===== config.mk =====
export PLATFORM = sky130hd
export DESIGN_NAME = mem_wb_stage
export DESIGN_NICKNAME = d
export VERILOG_FILES = /design/src/rtl/mem_wb_stage.sv
export SDC_FILE = /design/constraint.sdc
export NUM_CORES = 1
export LEC_CHECK = 0
export BUFFER_PORTS_ARGS = -buffer_cell sky130_fd_sc_hd__buf_2
export CORE_MARGIN = 2
export CORE_UTILIZATION = 34
export CTS_CLUSTER_SIZE = 8
export DETAILED_ROUTE_END_ITERATION = 10
export HOLD_SLACK_MARGIN = 0.03
export PLACE_DENSITY = 0.61
export SYNTH_ARGS = -nofsm -noshare
export SYNTH_HDL_FRONTEND = slang
export SYNTH_SLANG_ARGS = --single-unit
export TNS_END_PERCENT = 1

===== constraint.sdc =====
create_clock -name clk -period 3.8 [get_ports clk]
set_input_delay 0.95 -clock clk [delete_from_list [all_inputs] [get_ports clk]]
set_output_delay 0.95 -clock clk [all_outputs]
set_load 0.1 [all_outputs]

===== src/rtl/mem_wb_stage.sv =====
`default_nettype none
// ============================================================================
// Module      : mem_wb_stage
// Description : MEM stage and MEM/WB pipeline register of a 5-stage MIPS
//               pipeline.
//               - Resolves branches combinationally (pc_src, branch_target).
//               - Runs data-memory loads/stores over a req/ready bus that
//                 may insert wait states. Accesses that outlast TIMEOUT_CYCLES
//                 are aborted and flagged.
//               - Stalls upstream stages while an access is outstanding.
//               - Holds the MEM/WB register feeding write-back.
//
// Ports       : clk, reset            - clock, synchronous active-high reset
//               alu_result .. branch_dst - EX/MEM register contents
//               pc_src, branch_target  - branch resolution to IF
//               stall                  - freezes PC, IF/ID, ID/EX, EX/MEM
//               dmem_*                 - data-memory bus (req/we/addr/wdata
//                                        registered; rdata/ready inputs)
//               wb_out .. wb_valid     - MEM/WB register contents
//               bus_err                - sticky access-timeout flag
//               misalign               - one-cycle trap pulse (optional)
//
// Parameters  : TIMEOUT_CYCLES - max BUSY cycles before abort (1..65535)
// Macros      : MISALIGN_TRAP_EN - adds the misalign output; misaligned
//                                  accesses are dropped instead of issued.
//
// Revision    : 1.0 - initial release
// ============================================================================
module mem_wb_stage #(
    parameter int TIMEOUT_CYCLES = 255
) (
    input  logic        clk,
    input  logic        reset,
    // EX/MEM register
    input  logic [31:0] alu_result,
    input  logic [31:0] read_data2,
    input  logic [4:0]  write_dst,
    input  logic [1:0]  wb_in,
    input  logic        branch,
    input  logic        zero,
    input  logic        mem_read,
    input  logic        mem_write,
    input  logic [29:0] branch_dst,
    // Branch resolution
    output logic        pc_src,
    output logic [29:0] branch_target,
    // Pipeline control
    output logic        stall,
    // Data-memory bus
    output logic        dmem_req,
    output logic        dmem_we,
    output logic [29:0] dmem_addr,
    output logic [31:0] dmem_wdata,
    input  logic [31:0] dmem_rdata,
    input  logic        dmem_ready,
    // MEM/WB register
    output logic [1:0]  wb_out,
    output logic [31:0] mem_data,
    output logic [31:0] alu_out,
    output logic [4:0]  wb_dst,
    output logic        wb_valid,
`ifdef MISALIGN_TRAP_EN
    output logic        misalign,
`endif
    output logic        bus_err
);

    localparam logic [15:0] c_CNT_LAST = 16'(TIMEOUT_CYCLES - 1);

    typedef enum logic [1:0] {
        S_IDLE = 2'd0,
        S_BUSY = 2'd1,
        S_DONE = 2'd2
    } state_t;

    state_t      r_state;
    state_t      w_state_next;
    logic [15:0] r_cnt;
    logic [31:0] r_hold;

    logic        w_mem_op;
    logic        w_start;
    logic        w_ready_hit;
    logic        w_timeout;
    logic        w_capture;
`ifdef MISALIGN_TRAP_EN
    logic        w_misalign;
`else
    // Byte offset is meaningless when every access is treated as word-aligned.
    logic        w_unused;
    assign w_unused = &{1'b0, alu_result[1:0]};
`endif

    assign w_mem_op      = mem_read | mem_write;
    // Branches never carry a memory op, so no stall gating is needed here.
    assign pc_src        = branch & zero;
    assign branch_target = branch_dst;

    // ------------------------------------------------------------------------
    // Next-state and control decode
    // ------------------------------------------------------------------------
    always_comb begin
        w_state_next = r_state;
        stall        = 1'b0;
        w_start      = 1'b0;
        w_ready_hit  = 1'b0;
        w_timeout    = 1'b0;
        w_capture    = 1'b0;
`ifdef MISALIGN_TRAP_EN
        w_misalign   = 1'b0;
`endif
        case (r_state)
            S_IDLE: begin
`ifdef MISALIGN_TRAP_EN
                if (w_mem_op && (alu_result[1:0] != 2'b00)) begin
                    // Dropped access: no request, no stall, bubble into WB.
                    w_misalign = 1'b1;
                end else
`endif
                if (w_mem_op) begin
                    stall        = 1'b1;
                    w_start      = 1'b1;
                    w_state_next = S_BUSY;
                end else begin
                    w_capture = 1'b1;
                end
            end
            S_BUSY: begin
                stall = 1'b1;
                if (dmem_ready) begin
                    w_ready_hit  = 1'b1;
                    w_state_next = S_DONE;
                end else if (r_cnt == c_CNT_LAST) begin
                    w_timeout    = 1'b1;
                    w_state_next = S_DONE;
                end
            end
            S_DONE: begin
                // Upstream inputs are still the stalled memory instruction.
                w_capture    = 1'b1;
                w_state_next = S_IDLE;
            end
            default: begin
                w_state_next = S_IDLE;
            end
        endcase
    end

    // ------------------------------------------------------------------------
    // State, timeout counter, bus interface, load hold register
    // ------------------------------------------------------------------------
    always_ff @(posedge clk) begin
        if (reset) begin
            r_state    <= S_IDLE;
            r_cnt      <= 16'd0;
            r_hold     <= 32'd0;
            dmem_req   <= 1'b0;
            dmem_we    <= 1'b0;
            dmem_addr  <= 30'd0;
            dmem_wdata <= 32'd0;
            bus_err    <= 1'b0;
        end else begin
            r_state <= w_state_next;

            if (r_state == S_BUSY) begin
                r_cnt <= r_cnt + 16'd1;
            end else begin
                r_cnt <= 16'd0;
            end

            if (w_start) begin
                dmem_req   <= 1'b1;
                // Read and write together resolve to a write.
                dmem_we    <= mem_write;
                dmem_addr  <= alu_result[31:2];
                dmem_wdata <= read_data2;
            end else if (w_ready_hit || w_timeout) begin
                dmem_req <= 1'b0;
            end

            if (w_ready_hit) begin
                // Stores return nothing to write back.
                r_hold <= dmem_we ? 32'd0 : dmem_rdata;
            end else if (w_timeout) begin
                r_hold  <= 32'd0;
                bus_err <= 1'b1;
            end
        end
    end

    // ------------------------------------------------------------------------
    // MEM/WB pipeline register
    // ------------------------------------------------------------------------
    always_ff @(posedge clk) begin
        if (reset) begin
            wb_out   <= 2'b00;
            mem_data <= 32'd0;
            alu_out  <= 32'd0;
            wb_dst   <= 5'd0;
            wb_valid <= 1'b0;
        end else if (w_capture) begin
            wb_out   <= wb_in;
            alu_out  <= alu_result;
            wb_dst   <= write_dst;
            wb_valid <= 1'b1;
            if (r_state == S_DONE) begin
                mem_data <= r_hold;
            end
        end else begin
            // Stall or dropped access: insert a bubble, keep data fields.
            wb_out   <= 2'b00;
            wb_valid <= 1'b0;
        end
    end

`ifdef MISALIGN_TRAP_EN
    always_ff @(posedge clk) begin
        if (reset) begin
            misalign <= 1'b0;
        end else begin
            misalign <= w_misalign;
        end
    end
`endif

endmodule
`default_nettype wire


; ---- Yosys cells after proc, flatten, opt, wreduce, memory -nomap -nowiden
; Cells that the tools add are included.
[word_totals]
ff_bits = 187
latchBits = 0
ramBits = 0
romBits = 0
input_bits = 140
out_inout_bits = 169
wordCells = 53
n_memories = 0
[classes]
n_addsub = 1
mul = 0
n_div = 0
magnitude_cmp = 0
n_eq_ne = 5
shifts = 0
muxes = 20
n_bitwise = 5
reduce_logical = 9
[op_table]
columns = operator, count
row1 = two-way mux 32 bit, 3
row2 = adder 16 x 1 -> 16 bit (second input constant), 1
row3 = == test 16 x 8 -> 1 bit (second input constant), 1
row4 = two-way mux 1 bit, 11
row5 = two-way mux 2 bit, 3
row6 = AND reduction 2 bit, 3
row7 = one-hot mux 1 bit (2 select lines), 2
row8 = one-hot mux 2 bit (2 select lines), 1
row9 = nonzero test 2 bit, 2
row10 = OR reduction 2 bit, 2
row11 = inequality test 3 bit (second input constant), 1
row12 = NOT 1 bit, 3
row13 = == test 2 x 1 -> 1 bit (second input constant), 1
row14 = == test 2 bit (second input constant), 1
row15 = logical NOT 2 bit, 1
row16 = inequality test 2 bit (second input constant), 1
row17 = AND 1 bit, 1
row18 = logical OR 1 bit, 1
row19 = OR 1 bit, 1

; ---- Logic depth before layout (Yosys ltp)
; Gate-level depths: netlist of the first run.
[depth]
word_depth = 7
depth_mapped = 6
mapped_depth_nobuf = 5

; ---- Least setup slack after synthesis of the first run
; Ideal clock, no wire load.
[synth_path]
path_kind = input -> output
from = input mem_write
to = output stall
arrival_time_ns = 2.713
required_ns = 2.850
setup_slack_ns = 0.137
path_stages = 3
path_cell_list = nor2_1 clkbuf_1 a21oi_1
[synth_via]
elab_chain_len = 3
[synth_rtl]
columns = element, line
row1 = from (decl), 42  ; input logic mem_write,
row2 = OR 1 bit, 94  ; assign w_mem_op = mem_read | mem_write;
row3 = two-way mux 1 bit, 120  ; if (w_mem_op) begin
row4 = one-hot mux 1 bit (2 select lines), 112  ; case (r_state)
row5 = to (decl), 48  ; output logic stall,
; No other way between the ends.

; ---- Worst setup path after layout of the first run
[layout_path]
from = register r_state[0]
to = output stall
[layout_via]
elab_chain_len = 2
[layout_rtl]
columns = element, line
row1 = from (decl), 76  ; state_t r_state;
row2 = from (signal assigned), 163  ; r_state <= w_state_next;
row3 = == test 2 x 1 -> 1 bit / logical NOT 2 bit (equally long branches), 112
row4 = one-hot mux 1 bit (2 select lines) (*), 112
; Every way passes the cells marked *; elsewhere a longest branch is shown, timed or not.

==> results_dict.tcl, run 1 <==
set metrics [dict create \
    port_buffers 248 \
    clkPwrFrac_pct 33.8 \
    p_sw_mw 1.97 \
    yosysUniqueCellTypes 42 \
    dp_hpwl_mm 14.8 \
    rsz0062_at_grt "no" \
    worstPathMaxFanout 22 \
    skew_ps 11.7 \
    num_io_pins 309 \
    dp_cells 1349 \
    final_antenna_net_count 0 \
    p_int_mw 3.18 \
    cp-startpoint "r_state[0]" \
    p_seq_share_pct 41.9 \
    max_freq_ghz 0.357 \
    cp_data_arrival_time_ps 1850 \
    setup_viol 0 \
    hold_viol 0 \
    drt_pass1_iterations 5 \
    status "completed" \
    overflow 0 \
    yosysTopAreaCellShare_pct 49.5 \
    total_power_mw 5.15 \
    nets 1230 \
    syn2layout_area_growth_pct 23.1 \
    fill_cells 2255 \
    critical_path_class "reg -> out" \
    postSynth.asyncResetShare_pct 0 \
    clk_pin_slew_ps 70 \
    drcViolationCount 0 \
    start_util_pct 34.7 \
    p_per_area_nw_per_um2 553 \
    maxCapViolations 0 \
    cts_setup_buffers 0 \
    instances_no_fill 1382 \
    core-area_sq_um 21800 \
    cts-hold-fix-buffers 0 \
    ys_dominant_reg_cell "dfxtp_1" \
    final_max_slew_viol_count 0 \
    period_share_pct 73.7 \
    synth_edf_count 0 \
    cts-root-buf "clkbuf_16" \
    cts.repair.resized 0 \
    clock_sinks 187 \
    register_area_sq_um 3740 \
    fin_area_sq_um 9310 \
    slew_headroom_pct 23.7 \
    avgRoutedWirePerCell_microns 16.4 \
    r2r_setup_slack_ps 1620 \
    postSynthAreaPerCell_sq_um 8.20 \
    synthMostInstantiatedCell "dfxtp_1" \
    synth.top_cells.by_count "dfxtp_1 (187), nand3_1 (170), a21oi_1 (140), o21ai_0 (94), clkbuf_1 (75)" \
    post_drt_via_cell_ratio 5.11 \
    critPathLaunchType "flip-flop" \
    setup_tns_ps 0 \
    syn-instance-count 923 \
    synthTopCellsByArea "dfxtp_1 (49%), nand3_1 (11%), a21oi_1 (9.3%), o21ai_0 (6.2%), clkbuf_1 (3.7%)" \
    period_minus_slack_ps 2800 \
    required_ps 2850 \
    synth.net_count 1065 \
    dr_total_vias 7057 \
    endpoint "stall" \
    timing.rr.end "r_hold[24]" \
    seq_area_frac_synth_pct 49.5 \
    grt_pass1_wl_mm 35.9 \
    drt_wl_total_mm 22.7 \
    grt_antenna_before_repair 1 \
    drive_gt1_share_pct 28.6 \
    clock_latency_ps 430 \
    grt_max_degree 96 \
    peakVddDrop_mv 0.259 \
    cts-htree-levels 4 \
    multi_input_area_sq_um 3140 \
    cts_made_buffers 17 \
    dieArea_sq_um 23500 \
    synth_top_area_cell "dfxtp_1" \
    p_sw_share_pct 38.2 \
    endpoint_kind "primary output" \
    synth_seq_cells 187 \
    leakage_nw 3.78 \
    grt_pass1_vias 6602 \
    cts_buffer_depth 2 \
    place_area_sq_um 8740 \
    synth_area_sq_um 7560 \
    rows 54 \
    rr_worst_depth 4 \
    die_w_microns 153 \
    yosysWarnings 0 \
    combPwrFrac_pct 24.3 \
    worstMarginPinSlew_ps 1140 \
    gp_congestion 0.806 \
    die_y_microns 153 \
    groute.usage.overall_pct 18.7 \
    min_path_type "reg -> reg" \
    drtIter0Drc 545 \
    r2r-start "r_cnt[4]" \
    cts_tree "yes" \
]
## through the flow
stage / setup slack (ps) / util [%] / hold WS (ps)
floorplan: 137 / - / 441
global placement: 1100 / 40.0 / 443
detailed placement: 1080 / 40.0 / 444
CTS: 990 / 42.7 / 455
global route: 895 / 42.7 / 467
finish: 1000 / 42.7 / 456
## cells in the final DEF, fill, tap and decap left out, types with 6 or more instances in the layout
cell	synthesis	layout
a21oi_1	140	140
inv_1	40	40
nand3_1	170	170
nand2b_1	6	6
dfxtp_1	187	186
o21ai_1	10	10
buf_4	30	13
o211ai_1	22	22
o21ai_0	94	94
buf_2	5	247
nor2_1	8	6
inv_8	0	6
nand2_1	71	71
o211ai_2	10	10
clkbuf_16	0	17
## how the worst min path moves through the flow
stage,cells after the start,to,slack [ps],start
global placement,2,mem_data[0],440,mem_data[0]
global route,2,mem_data[7],470,mem_data[7]
floorplan,1,r_cnt[0],440,r_cnt[0]
CTS,2,mem_data[25],450,mem_data[25]
finish,2,mem_data[25],460,mem_data[25]
detailed placement,2,mem_data[25],440,mem_data[25]
## cell families (layout without fill, tap and decap cells)
family          Yosys count  count (layout)  synth area share (%)
compound gates          288             288                  21.5
fa+ha+maj                 2               2                 0.331
buf+inv                 156             334                  9.61
flops                   187             187                  49.5
xor+xnor                  3               3                 0.347
other cells               0               1                     0
mux                       3               3                 0.397
simple gates            284             284                  18.3
## power by group through the flow
stage	sequential, mW	clock (mW)	combinational [mW]
3_3_place_gp	2.20	0	1.26
3_5_place_dp	2.20	0	1.26
6_report	2.16	1.74	1.25
5_1_grt	2.17	1.87	1.32
2_1_floorplan	2.82	0	0.501
4_1_cts	2.16	1.79	1.26
## metal layers
layer	global-route usage, %	up-vias	share of wire, %
li1	-	3523	-
met1	24.6	3283	45
met2	29.8	228	46
met3	5.47	23	7.1
met4	5.29	0	1.5
met5	0	-	0
## sequential cells by signal, indices dropped and copies added (netlist names)
name        flops
r_state         2
r_hold         32
wb_out          2
alu_out        32
wb_dst          5
dmem_req        1
dmem_addr      30
dmem_we         1
r_cnt          16
wb_valid        1
mem_data       32
dmem_wdata     32
bus_err         1
## worst max-delay path: stages (launching register included)
cell and delay, ps:
dfxtp_2 660, inv_1 160, a21oi_1 160, buf_2 450
## area by class of cell
| class | count | share of cell area, % |
|---|---|---|
| flip-flops and latches | 187 | 40.2 |
| inverters | 41 | 1.65 |
| clock inverters | 14 | 1.54 |
| clock buffers | 18 | 4.61 |
| repair buffers | 261 | 14.5 |
| well taps | 280 | 3.76 |
| diodes | 1 | 0.0269 |
| multi-input cells | 580 | 33.7 |
Note: power is estimated with default switching activity, not from simulation.
==> run 2: changes to the inputs <==
==> constraint.sdc (replaced) <==
create_clock -name clk -period 2.9 [get_ports clk]
set_input_delay 0.725 -clock clk [delete_from_list [all_inputs] [get_ports clk]]
set_output_delay 0.725 -clock clk [all_outputs]
set_load 0.1 [all_outputs]
==> results_dict.tcl, run 2 (same netlist as run 1, synthesis figures left out) <==
set metrics [dict create \
    cts_setup_buffers 0 \
    drtIter0Drc 432 \
    num_io_pins 309 \
    r2r-start "r_cnt[0]" \
    final_antenna_net_count 0 \
    grt_use_met3_pct 5.98 \
    fill_cells 2273 \
    hold_viol 0 \
    register_area_sq_um 3740 \
    critical_path_class "reg -> out" \
    drive_gt1_share_pct 29.1 \
    die_w_microns 153 \
    dieArea_sq_um 23500 \
    drcViolationCount 0 \
    clk_pin_slew_ps 70 \
    leakage_nw 3.82 \
    cp_data_arrival_time_ps 1510 \
    fin_ws_ps 660 \
    rsz0062_at_grt "no" \
    worstMarginPinSlew_ps 784 \
    worstHoldStart "mem_data[23]" \
    post_drt_via_cell_ratio 5.16 \
    grt_max_degree 63 \
    fin_area_sq_um 9390 \
    clock_latency_ps 430 \
    min_to "mem_data[23]" \
    r2r_setup_slack_ps 760 \
    cts_made_buffers 17 \
    die_y_microns 153 \
    skew_ps 10.7 \
    grt_pass1_vias 6774 \
    setup_tns_ps 0 \
    critPathLaunchType "flip-flop" \
    dr_total_vias 7177 \
    drt_wl_total_mm 22.8 \
    port_buffers 248 \
    place_area_sq_um 8830 \
    avgRoutedWirePerCell_microns 16.4 \
    rr_worst_depth 6 \
    endpoint_kind "primary output" \
    multi_input_area_sq_um 3130 \
    cts_buffer_depth 2 \
    timing.rr.end "r_hold[25]" \
    most-common-layout-cells "buf_2 (246), dfxtp_1 (186), nand3_1 (170)" \
    clock_sinks 187 \
    drt_pass1_iterations 5 \
    start_util_pct 34.7 \
    gp_congestion 0.738 \
    min_path_type "reg -> reg" \
    maxCapViolations 0 \
    nets 1239 \
    cts_tree "yes" \
    overflow 0 \
    required_ps 2170 \
    worstPathMaxFanout 16 \
    busiest_layer "met2" \
    setup_viol 0 \
    final_max_slew_viol_count 0 \
    cts-htree-levels 4 \
    grt_pass1_wl_mm 35.9 \
    grt_use_met1_pct 23.6 \
    status "completed" \
    core-area_sq_um 21800 \
    cts-hold-fix-buffers 0 \
    groute.usage.overall_pct 18.7 \
    total_power_mw 6.73 \
    max_freq_ghz 0.446 \
    cts.repair.resized 0 \
    final_common_cell "buf_2" \
    grt_antenna_before_repair 6 \
    dp_hpwl_mm 14.8 \
    cts-root-buf "clkbuf_16" \
    use_met2_pct 31.1 \
    rows 54 \
    period_share_pct 77.2 \
    period_minus_slack_ps 2240 \
    syn2layout_area_growth_pct 24.1 \
    peakVddDrop_mv 0.342 \
    p_per_area_nw_per_um2 717 \
    holdPathStages 2 \
    postLayoutCoreUtil_pct 43.0 \
    slew_headroom_pct 47.8 \
    dp_worst_setup_slack_ps 799 \
]
==> run 2: how the worst max path moves through the flow <==
stage	startpoint	end	slack, ps	cells after the start
finish	r_state[0]	stall	660	3
global route	r_state[0]	stall	570	3
CTS	r_state[0]	stall	590	3
floorplan	mem_write	stall	300	3
global placement	mem_write	wb_out[0]	850	4
detailed placement	r_cnt[0]	r_hold[25]	800	6
==> run 2: routing by layer <==
layer / part of all wire [%] / up-vias
li1: - / 3544
met2: 46 / 236
met3: 8.5 / 27
met4: 1.1 / 6
met5: 0.16 / -
met1: 44 / 3364
==> run 2: worst max-delay path, stage by stage (launching register included) <==
cell and delay, ps:
dfxtp_2 550, inv_1 150, a21oi_2 200, buf_12 190
==> run 2: power breakdown <==
group          internal [mW]  total (mW)  leakage (nW)  switching [mW]
Combinational          0.312        1.67          2.03            1.36
Clock                   1.19        2.24         0.263            1.04
Sequential              2.73        2.82          1.53          0.0927
==> run 2: per-stage QoR <==
step	instances	hold slack [ps]
after CTS	1388	456
after global routing	1389	477
after detailed placement	1358	445
after floorplan	923	441
final	1391	452
after global placement	1358	444
==> run 2: final cells by class <==
| cell class | count | area share, % |
|---|---|---|
| diodes | 3 | 0.0800 |
| clock buffers | 19 | 4.61 |
| clock inverters | 11 | 1.21 |
| inverters | 41 | 1.64 |
| multi-input cells | 580 | 33.4 |
| flip-flops and latches | 187 | 39.9 |
| well taps | 280 | 3.73 |
| repair buffers | 270 | 15.4 |
==> run 3: changes to the inputs <==
--- a/config.mk
+++ b/config.mk
@@ -11,7 +11,7 @@
 export CTS_CLUSTER_SIZE = 8
 export DETAILED_ROUTE_END_ITERATION = 10
 export HOLD_SLACK_MARGIN = 0.03
-export PLACE_DENSITY = 0.61
+export PLACE_DENSITY = 0.63
 export SYNTH_ARGS = -nofsm -noshare
 export SYNTH_HDL_FRONTEND = slang
 export SYNTH_SLANG_ARGS = --single-unit
==> constraint.sdc (replaced) <==
create_clock -name clk -period 1.79 [get_ports clk]
set_input_delay 0.4475 -clock clk [delete_from_list [all_inputs] [get_ports clk]]
set_output_delay 0.4475 -clock clk [all_outputs]
set_load 0.1 [all_outputs]
==> results_dict.tcl, run 3 (same netlist as run 1, synthesis figures left out) <==
set metrics [dict create \
    syn2layout_area_growth_pct 28.2 \
    final_antenna_net_count 0 \
    gp_congestion 0.818 \
    violations "negative setup slack" \
    required_ps 2100 \
    cts_made_buffers 17 \
    grt_pass1_vias 6751 \
    hold-worst-slack_ps 223 \
    clock_latency_ps 430 \
    period_share_pct 101 \
    start_util_pct 34.7 \
    drt_pass1_iterations 6 \
    critPathLaunchType "flip-flop" \
    dr_total_vias 7318 \
    drcViolationCount 0 \
    final_common_cell "buf_2" \
    overflow 0 \
    cp_data_arrival_time_ps 2110 \
    nets 1259 \
    num_io_pins 309 \
    status "finished with violations" \
    core-area_sq_um 21800 \
    cts_buffer_depth 2 \
    post_drt_via_cell_ratio 5.18 \
    most-common-layout-cells "buf_2 (244), dfxtp_1 (184), nand3_1 (170)" \
    fin_area_sq_um 9700 \
    dp_cells 1378 \
    worstMarginPinSlew_ps 770 \
    dieArea_sq_um 23500 \
    cts-hold-fix-buffers 0 \
    grt_max_degree 105 \
    cts_tree "yes" \
    skew_ps 11.7 \
    instances_no_fill 1412 \
    critical_path_class "reg -> reg" \
    slew_headroom_pct 48.7 \
    drt_wl_total_mm 23.2 \
    postLayoutCoreUtil_pct 44.4 \
    max_freq_ghz 0.555 \
    rows 54 \
    die_y_microns 153 \
    port_buffers 248 \
    grt_pass1_wl_mm 36.5 \
    cts-htree-levels 4 \
    cts-root-buf "clkbuf_16" \
    p_per_area_nw_per_um2 1140 \
    drive_gt1_share_pct 31.0 \
    leakage_nw 3.98 \
    peakVddDrop_mv 0.488 \
    avgRoutedWirePerCell_microns 16.4 \
    dp_hpwl_mm 15.6 \
    final_max_slew_viol_count 0 \
    period_minus_slack_ps 1800 \
    groute.usage.overall_pct 19.1 \
    grt_antenna_before_repair 1 \
    fin_ws_ps -10.6 \
    maxCapViolations 0 \
    rsz0062_at_grt "yes" \
    endpoint_kind "flip-flop" \
    setup_viol 3 \
    place_area_sq_um 9080 \
    worstPathMaxFanout 18 \
    min_path_type "in -> reg" \
    die_w_microns 153 \
    clock_sinks 187 \
    hold_viol 0 \
    cts_setup_buffers 0 \
    dp_worst_setup_slack_ps -27.8 \
    clk_pin_slew_ps 80 \
    drtIter0Drc 628 \
]
[run 3: cell types whose count changed in the layout (fill, tap and decap cells not counted), sizes merged]
cell      delta
inv          +1
diode        -1
bufinv       -1
clkinvlp     -2
buf         +19
clkinv       +5
[run 3: layer usage]
metal	share of wire [%]	global-route usage [%]	vias up
met5	0	0	-
met4	1.5	5.73	0
met3	6.9	4.68	26
met2	48	31.1	251
met1	44	25.1	3464
li1	-	-	3577
[run 3: area by class of cell]
type	instances	area (sq um)
diodes	2	5.00
multi-input cells	580	3150
inverters	41	154
clock inverters	14	155
fillers	2222	12100
flip-flops and latches	187	3750
repair buffers	290	1700
well taps	280	350
clock buffers	18	439
[run 3: repair_timing]
| action | CTS | global route |
|---|---|---|
| setup endpoints to repair | 20 | 33 |
| pin swaps | 0 | 1 |
| gates resized for setup | 5 | 2 |
[run 3: power by group]
group	total, mW	switching (mW)	internal, mW
logic	2.78	2.23	0.560
registers	4.56	0.143	4.42
clock network	3.74	1.83	1.91
[run 3: critical path, cell delays in order (launching register included)]
cell	delay, ps
dfxtp_1	310
or4bb_4	570
o41ai_4	430
buf_6	260
o211ai_1	110
[run 3: metrics by stage]
step | TNS (ps) | power [mW]
CTS | -72.1 | 11.2
finish | -13.8 | 11.1
global route | -1420 | 11.6
detailed placement | -272 | 7.44
floorplan | -117 | 7.07
global placement | -88.7 | 7.42
[run 3: path summary, 6_finish.rpt]
kind                     start      endpoint  slack (ps)  cells after the start
setup / recovery     r_cnt[14]     r_hold[4]         -10                      4
hold / removal        wb_in[0]     wb_out[0]         220                      2
setup reg to reg     r_cnt[14]     r_hold[4]         -10                      4
hold reg to reg   mem_data[20]  mem_data[20]         450                      2
